<file path="src/rtl/alu_pkg.sv">
// Shared ALU definitions: opcodes, flag bit positions and sequencer state encoding.
package alu_pkg;

    localparam logic [3:0] OP_ADD = 4'd0;
    localparam logic [3:0] OP_SUB = 4'd1;
    localparam logic [3:0] OP_AND = 4'd2;
    localparam logic [3:0] OP_OR  = 4'd3;
    localparam logic [3:0] OP_XOR = 4'd4;
    localparam logic [3:0] OP_SHL = 4'd5;
    localparam logic [3:0] OP_SHR = 4'd6;
    localparam logic [3:0] OP_CMP = 4'd7;
    localparam logic [3:0] OP_NOT = 4'd8;
    localparam logic [3:0] OP_NEG = 4'd9;

    localparam int unsigned FLAG_Z = 0;
    localparam int unsigned FLAG_C = 1;
    localparam int unsigned FLAG_N = 2;
    localparam int unsigned FLAG_V = 3;

    // Opcodes whose bit is set take operand A only
    localparam logic [15:0] UNARY_MASK_DEFAULT = 16'h0300;

    typedef enum logic [2:0] {
        StIdle,
        StLoadA,
        StLoadB,
        StExec,
        StHold
    } seq_state_e;

endpackage

</file>
<file path="src/rtl/alu_cmd_sequencer.sv">
// Collects opcode/A/B bytes, holds them on the ALU inputs for the ALU latency,
// then presents the captured result and flags on a valid/ready stream.
module alu_cmd_sequencer
    import alu_pkg::*;
#(
    parameter int unsigned WIDTH       = 8,
    parameter int unsigned ALU_LATENCY = 1,
    parameter logic [15:0] UNARY_MASK  = UNARY_MASK_DEFAULT
) (
    input  logic             clk,
    input  logic             rst_n,
    input  logic             ena,
    input  logic             cmd_valid,
    output logic             cmd_ready,
    input  logic [WIDTH-1:0] cmd_data,
    output logic [3:0]       alu_op,
    output logic [WIDTH-1:0] alu_a,
    output logic [WIDTH-1:0] alu_b,
    input  logic [WIDTH-1:0] alu_result,
    input  logic [3:0]       alu_flags,
    output logic             res_valid,
    input  logic             res_ready,
    output logic [WIDTH-1:0] res_data,
    output logic [3:0]       res_flags,
    output logic             busy,
    output logic             err
);

    localparam int unsigned CntW = $clog2(ALU_LATENCY + 1);

    seq_state_e      state;
    logic [CntW-1:0] cnt;

    assign cmd_ready = ena && ((state == StIdle) || (state == StLoadA) || (state == StLoadB));
    assign busy      = (state != StIdle);

    always_ff @(posedge clk or negedge rst_n) begin
        if (!rst_n) begin
            state     <= StIdle;
            cnt       <= '0;
            alu_op    <= '0;
            alu_a     <= '0;
            alu_b     <= '0;
            res_valid <= 1'b0;
            res_data  <= '0;
            res_flags <= '0;
            err       <= 1'b0;
        end else begin
            err <= 1'b0;
            if (ena) begin
                unique case (state)
                    StIdle: begin
                        if (cmd_valid) begin
                            if (cmd_data[WIDTH-1:4] != '0) begin
                                err <= 1'b1;
                            end else begin
                                alu_op <= cmd_data[3:0];
                                state  <= StLoadA;
                            end
                        end
                    end
                    StLoadA: begin
                        if (cmd_valid) begin
                            alu_a <= cmd_data;
                            if (UNARY_MASK[alu_op]) begin
                                alu_b <= '0;
                                cnt   <= CntW'(ALU_LATENCY);
                                state <= StExec;
                            end else begin
                                state <= StLoadB;
                            end
                        end
                    end
                    StLoadB: begin
                        if (cmd_valid) begin
                            alu_b <= cmd_data;
                            cnt   <= CntW'(ALU_LATENCY);
                            state <= StExec;
                        end
                    end
                    StExec: begin
                        // Result settles ALU_LATENCY edges after the operands; sample one edge later
                        if (cnt == '0) begin
                            res_data  <= alu_result;
                            res_flags <= alu_flags;
                            res_valid <= 1'b1;
                            state     <= StHold;
                        end else begin
                            cnt <= cnt - CntW'(1);
                        end
                    end
                    StHold: begin
                        if (res_ready) begin
                            res_valid <= 1'b0;
                            state     <= StIdle;
                        end
                    end
                    default: state <= StIdle;
                endcase
            end
        end
    end

endmodule

</file>
<file path="config.mk">
export PLATFORM = sky130hd
export DESIGN_NAME = alu_cmd_sequencer
export DESIGN_NICKNAME = d
export VERILOG_FILES = /design/src/rtl/alu_pkg.sv /design/src/rtl/alu_cmd_sequencer.sv
export SDC_FILE = /design/constraint.sdc
export NUM_CORES = 1
export LEC_CHECK = 0
export CORE_ASPECT_RATIO = 1.4
export CORE_MARGIN = 1
export CORE_UTILIZATION = 46
export DETAILED_ROUTE_END_ITERATION = 12
export GPL_TIMING_DRIVEN = 0
export HOLD_SLACK_MARGIN = 0.08
export PLACE_DENSITY = 0.85
export RECOVER_POWER = 100
export SETUP_SLACK_MARGIN = 0.3
export SYNTH_ARGS = -nofsm -noshare
export SYNTH_HDL_FRONTEND = slang
export SYNTH_SLANG_ARGS = --single-unit
</file>
<file path="constraint.sdc">
create_clock -name clk -period 3.95 [get_ports clk]
set_input_delay 0.79 -clock clk [delete_from_list [all_inputs] [get_ports clk]]
set_output_delay 0.79 -clock clk [all_outputs]
set_load 0.005 [all_outputs]
</file>
==> flow_metrics.py <==
metrics = {
    "status": {
        "run_status": "finished, violations left",
        "violated_checks": "capacitance limit, slew limit",
    },
    "worst_setup_path": {
        "arrival_time_of_the_worst_setup_path_ns": 2.23,
        "setup.worst_path.start_class": "input pin",
        "crit_path_max_fanout": 6,
        "critPathRequiredTime_ns": 3.16,
        "critPathCaptureType": "output pin",
        "critPathKind": "in -> out",
    },
    "sta": {
        "final.min_clock_period_ns": 3.023,
        "maxSlewHeadroom": -0.3153,
        "achievable-frequency_mhz": 330.8,
        "crit_share_post_route": 0.7652,
        "final-setup-viol-count": 0,
        "worst_pin_slew_ns": 1.973,
        "final_max_slew_viol_count": 39,
        "fin_skew_ns": 0.006108,
        "finalHoldViolations": 0,
        "rsz_0062_raised_after_global_routing": "false",
        "timing.setup.tns_ns": 0,
    },
    "detailed_routing": {
        "post_drt_via_cell_ratio": 5.287,
        "route.antenna.remaining_nets": 0,
        "drt_drc_violations_left": 0,
        "drtIter0Drc": 48,
        "routedWlPerCell_um": 16.22,
        "vias": 1179,
        "drt_wl_total_mm": 3.618,
        "count_of_tritonroute_iterations_in_the_first_routing_pass": 4,
    },
    "synth": {
        "synth_enable_flop_cells": 0,
        "yosys_warnings": 0,
        "synthCells": 115,
        "mappedNetlistNets": 140,
        "netlist-cell-type-count": 32,
        "mappedNetlistArea_mm2": 0.001605,
        "synth_sequential_area_ratio": 0.5924,
        "yosys_register_bits": 38,
        "top_ff_cell_synth": "sky130_fd_sc_hd__dfrtp_1",
        "async_reset_ff_frac": 1.000,
        "synth.avg_cell_area_um2": 13.96,
    },
    "final_layout": {
        "mostFrequentLayoutCell": "sky130_fd_sc_hd__dfrtp_1",
        "share_of_post_route_cells_with_drive_strength_above_1": 0.1694,
        "flow.area_growth_from_synthesis_pct": 43.49,
        "antenna-diode-count": 0,
        "final_cell_count_no_fill": 223,
        "final_nets": 207,
        "layout_common_cells": "38 x sky130_fd_sc_hd__dfrtp_1, 37 x sky130_fd_sc_hd__dlygate4sd3_1, 22 x sky130_fd_sc_hd__clkdlybuf4s50_1, 20 x sky130_fd_sc_hd__mux2_2",
    },
    "die": {
        "die_w_um": 51.93,
        "design.die.area_mm2": 0.003733,
        "floorplan.rows": 25,
        "num_io_pins": 61,
        "vertical_die_dimension_um": 71.90,
        "effective_utilization_at_floorplan": 0.4796,
        "core_mm2": 0.003347,
    },
    "global_route": {
        "grt_pass1_wl_mm": 5.996,
        "grt_antenna_before_repair": 0,
        "grt_use_total": 0.2241,
        "grt_pass1_vias": 1244,
        "grt_max_degree": 39,
        "grt_overflow_total": 0,
    },
    "cts": {
        "cts-buffers-inserted": 5,
        "post_cts_buffers": 0,
        "cts.root.buffer_cell": "sky130_fd_sc_hd__clkbuf_8",
        "cts_num_sinks": 38,
        "cts_resized": 0,
        "cts.clk_slew.worst_paths_ns": 0.07,
        "clock_tree.buffer_depth": 2,
        "cts_htree_levels": 2,
        "cts_tree": "built",
        "cts_hold_buf": 0,
        "clk_latency_ns": 0.28,
    },
    "placed_design": {
        "placed_instance_count": 215,
        "dp.final_hpwl_mm": 2.681,
        "globalplace.congestion": 0.9018,
        "port_buffers": 60,
    },
    "power": {
        "power_leakage_uw": 0.001053,
        "max-vdd-ir-drop_mv": 0.5478,
        "sequentialPowerShare": 0.410,
        "power.net_switching_uw": 462.7,
        "power-per-cell-area_mw_per_mm2": 705.8,
        "power.clock.fraction": 0.196,
        "total_power_uw": 1626,
        "p_comb_frac": 0.395,
        "internal_power_uw": 1163,
        "proportion_of_total_power_due_to_net_switching": 0.2846,
    },
    "min_path": {
        "worst_hold_path_type": "reg -> reg",
    },
    "job": {
        "timing.max_cap.violations": 1,
    },
}
[routing by layer]
layer,vias to the layer above,track usage,share of wire
met1,582,0.2785,0.40
li1,550,-,-
met4,0,0.09009,0.017
met5,-,0,0
met3,4,0.05241,0.050
met2,43,0.3704,0.53
[metrics by stage]
step	instance area, µm²	setup slack (ns)	util	hold WS, ns
6_report	2303	0.9273	0.6882	0.4992
5_1_grt	2303	0.8737	0.6882	0.5188
4_1_cts	2357	1.011	0.7043	0.5059
3_5_place_dp	2251	1.020	0.6725	0.4881
3_3_place_gp	2256	1.061	0.6740	0.4800
2_1_floorplan	1605	2.168	-	0.4889
[path summary, 6_finish.rpt]
check,slack [ns],end,startpoint,cells after the start
setup / recovery,0.93,cmd_ready,ena,4
max in group asynchronous,1.76,res_valid,rst_n,1
hold / removal,0.50,alu_op[0],alu_op[0],1
hold reg to reg,0.50,alu_op[0],alu_op[0],1
min in group asynchronous,1.05,alu_a[3],rst_n,1
setup reg to reg,1.71,res_data[6],state[2],5
[critical path, cell delays in order]
cell and delay, ns:
sky130_fd_sc_hd__dlygate4sd3_1 0.66, sky130_fd_sc_hd__nand2b_2 0.09, sky130_fd_sc_hd__a21oi_1 0.11, sky130_fd_sc_hd__dlygate4sd3_1 0.57
[state kept, by name (all words and copies together) (netlist names)]
register and cells:
alu_op 4, cnt 1, alu_a 8, alu_b 8
res_valid 1, res_data 8, state 3, res_flags 4
err 1
[cell type report]
| cell class | count | area [µm²] |
|---|---|---|
| plain buffers | 3 | 16.27 |
| clock buffers | 7 | 76.32 |
| clock inverters | 1 | 30.03 |
| fillers | 244 | 1044 |
| inverters | 2 | 7.507 |
| multi-input cells | 72 | 578.1 |
| flip-flops and latches | 38 | 950.9 |
| well taps | 40 | 50.05 |
| repair buffers | 60 | 594.3 |
[power by group through the flow]
stage,clock (µW),sequential (µW),combinational (µW)
floorplan,0,675,287
global placement,0,666,700
detailed placement,0,681,725
CTS,327,676,729
global route,343,688,693
finish,318,666,642
[kinds of logic (layout without fill, tap and decap cells)]
group | after synthesis | after routing | synth area share
simple gates | 26 | 26 | 0.1123
flops | 38 | 38 | 0.5924
mux | 24 | 24 | 0.1684
compound gates | 22 | 22 | 0.1099
buf+inv | 5 | 73 | 0.01714
[synth_stat cells (2+ instances only)]
library cell | n | area [µm²]
sky130_fd_sc_hd__buf_4 | 2 | 15.01
sky130_fd_sc_hd__o22a_1 | 2 | 17.52
sky130_fd_sc_hd__nor2_1 | 6 | 22.52
sky130_fd_sc_hd__mux2_1 | 4 | 45.04
sky130_fd_sc_hd__nand2_1 | 5 | 18.77
sky130_fd_sc_hd__dfrtp_1 | 38 | 950.9
sky130_fd_sc_hd__a22o_1 | 8 | 70.07
sky130_fd_sc_hd__a21o_1 | 2 | 15.01
sky130_fd_sc_hd__mux2_2 | 20 | 225.2
sky130_fd_sc_hd__nand2b_1 | 3 | 18.77
sky130_fd_sc_hd__a21oi_1 | 3 | 15.01
sky130_fd_sc_hd__inv_1 | 2 | 7.510
Note: power is estimated with default switching activity, not from simulation.
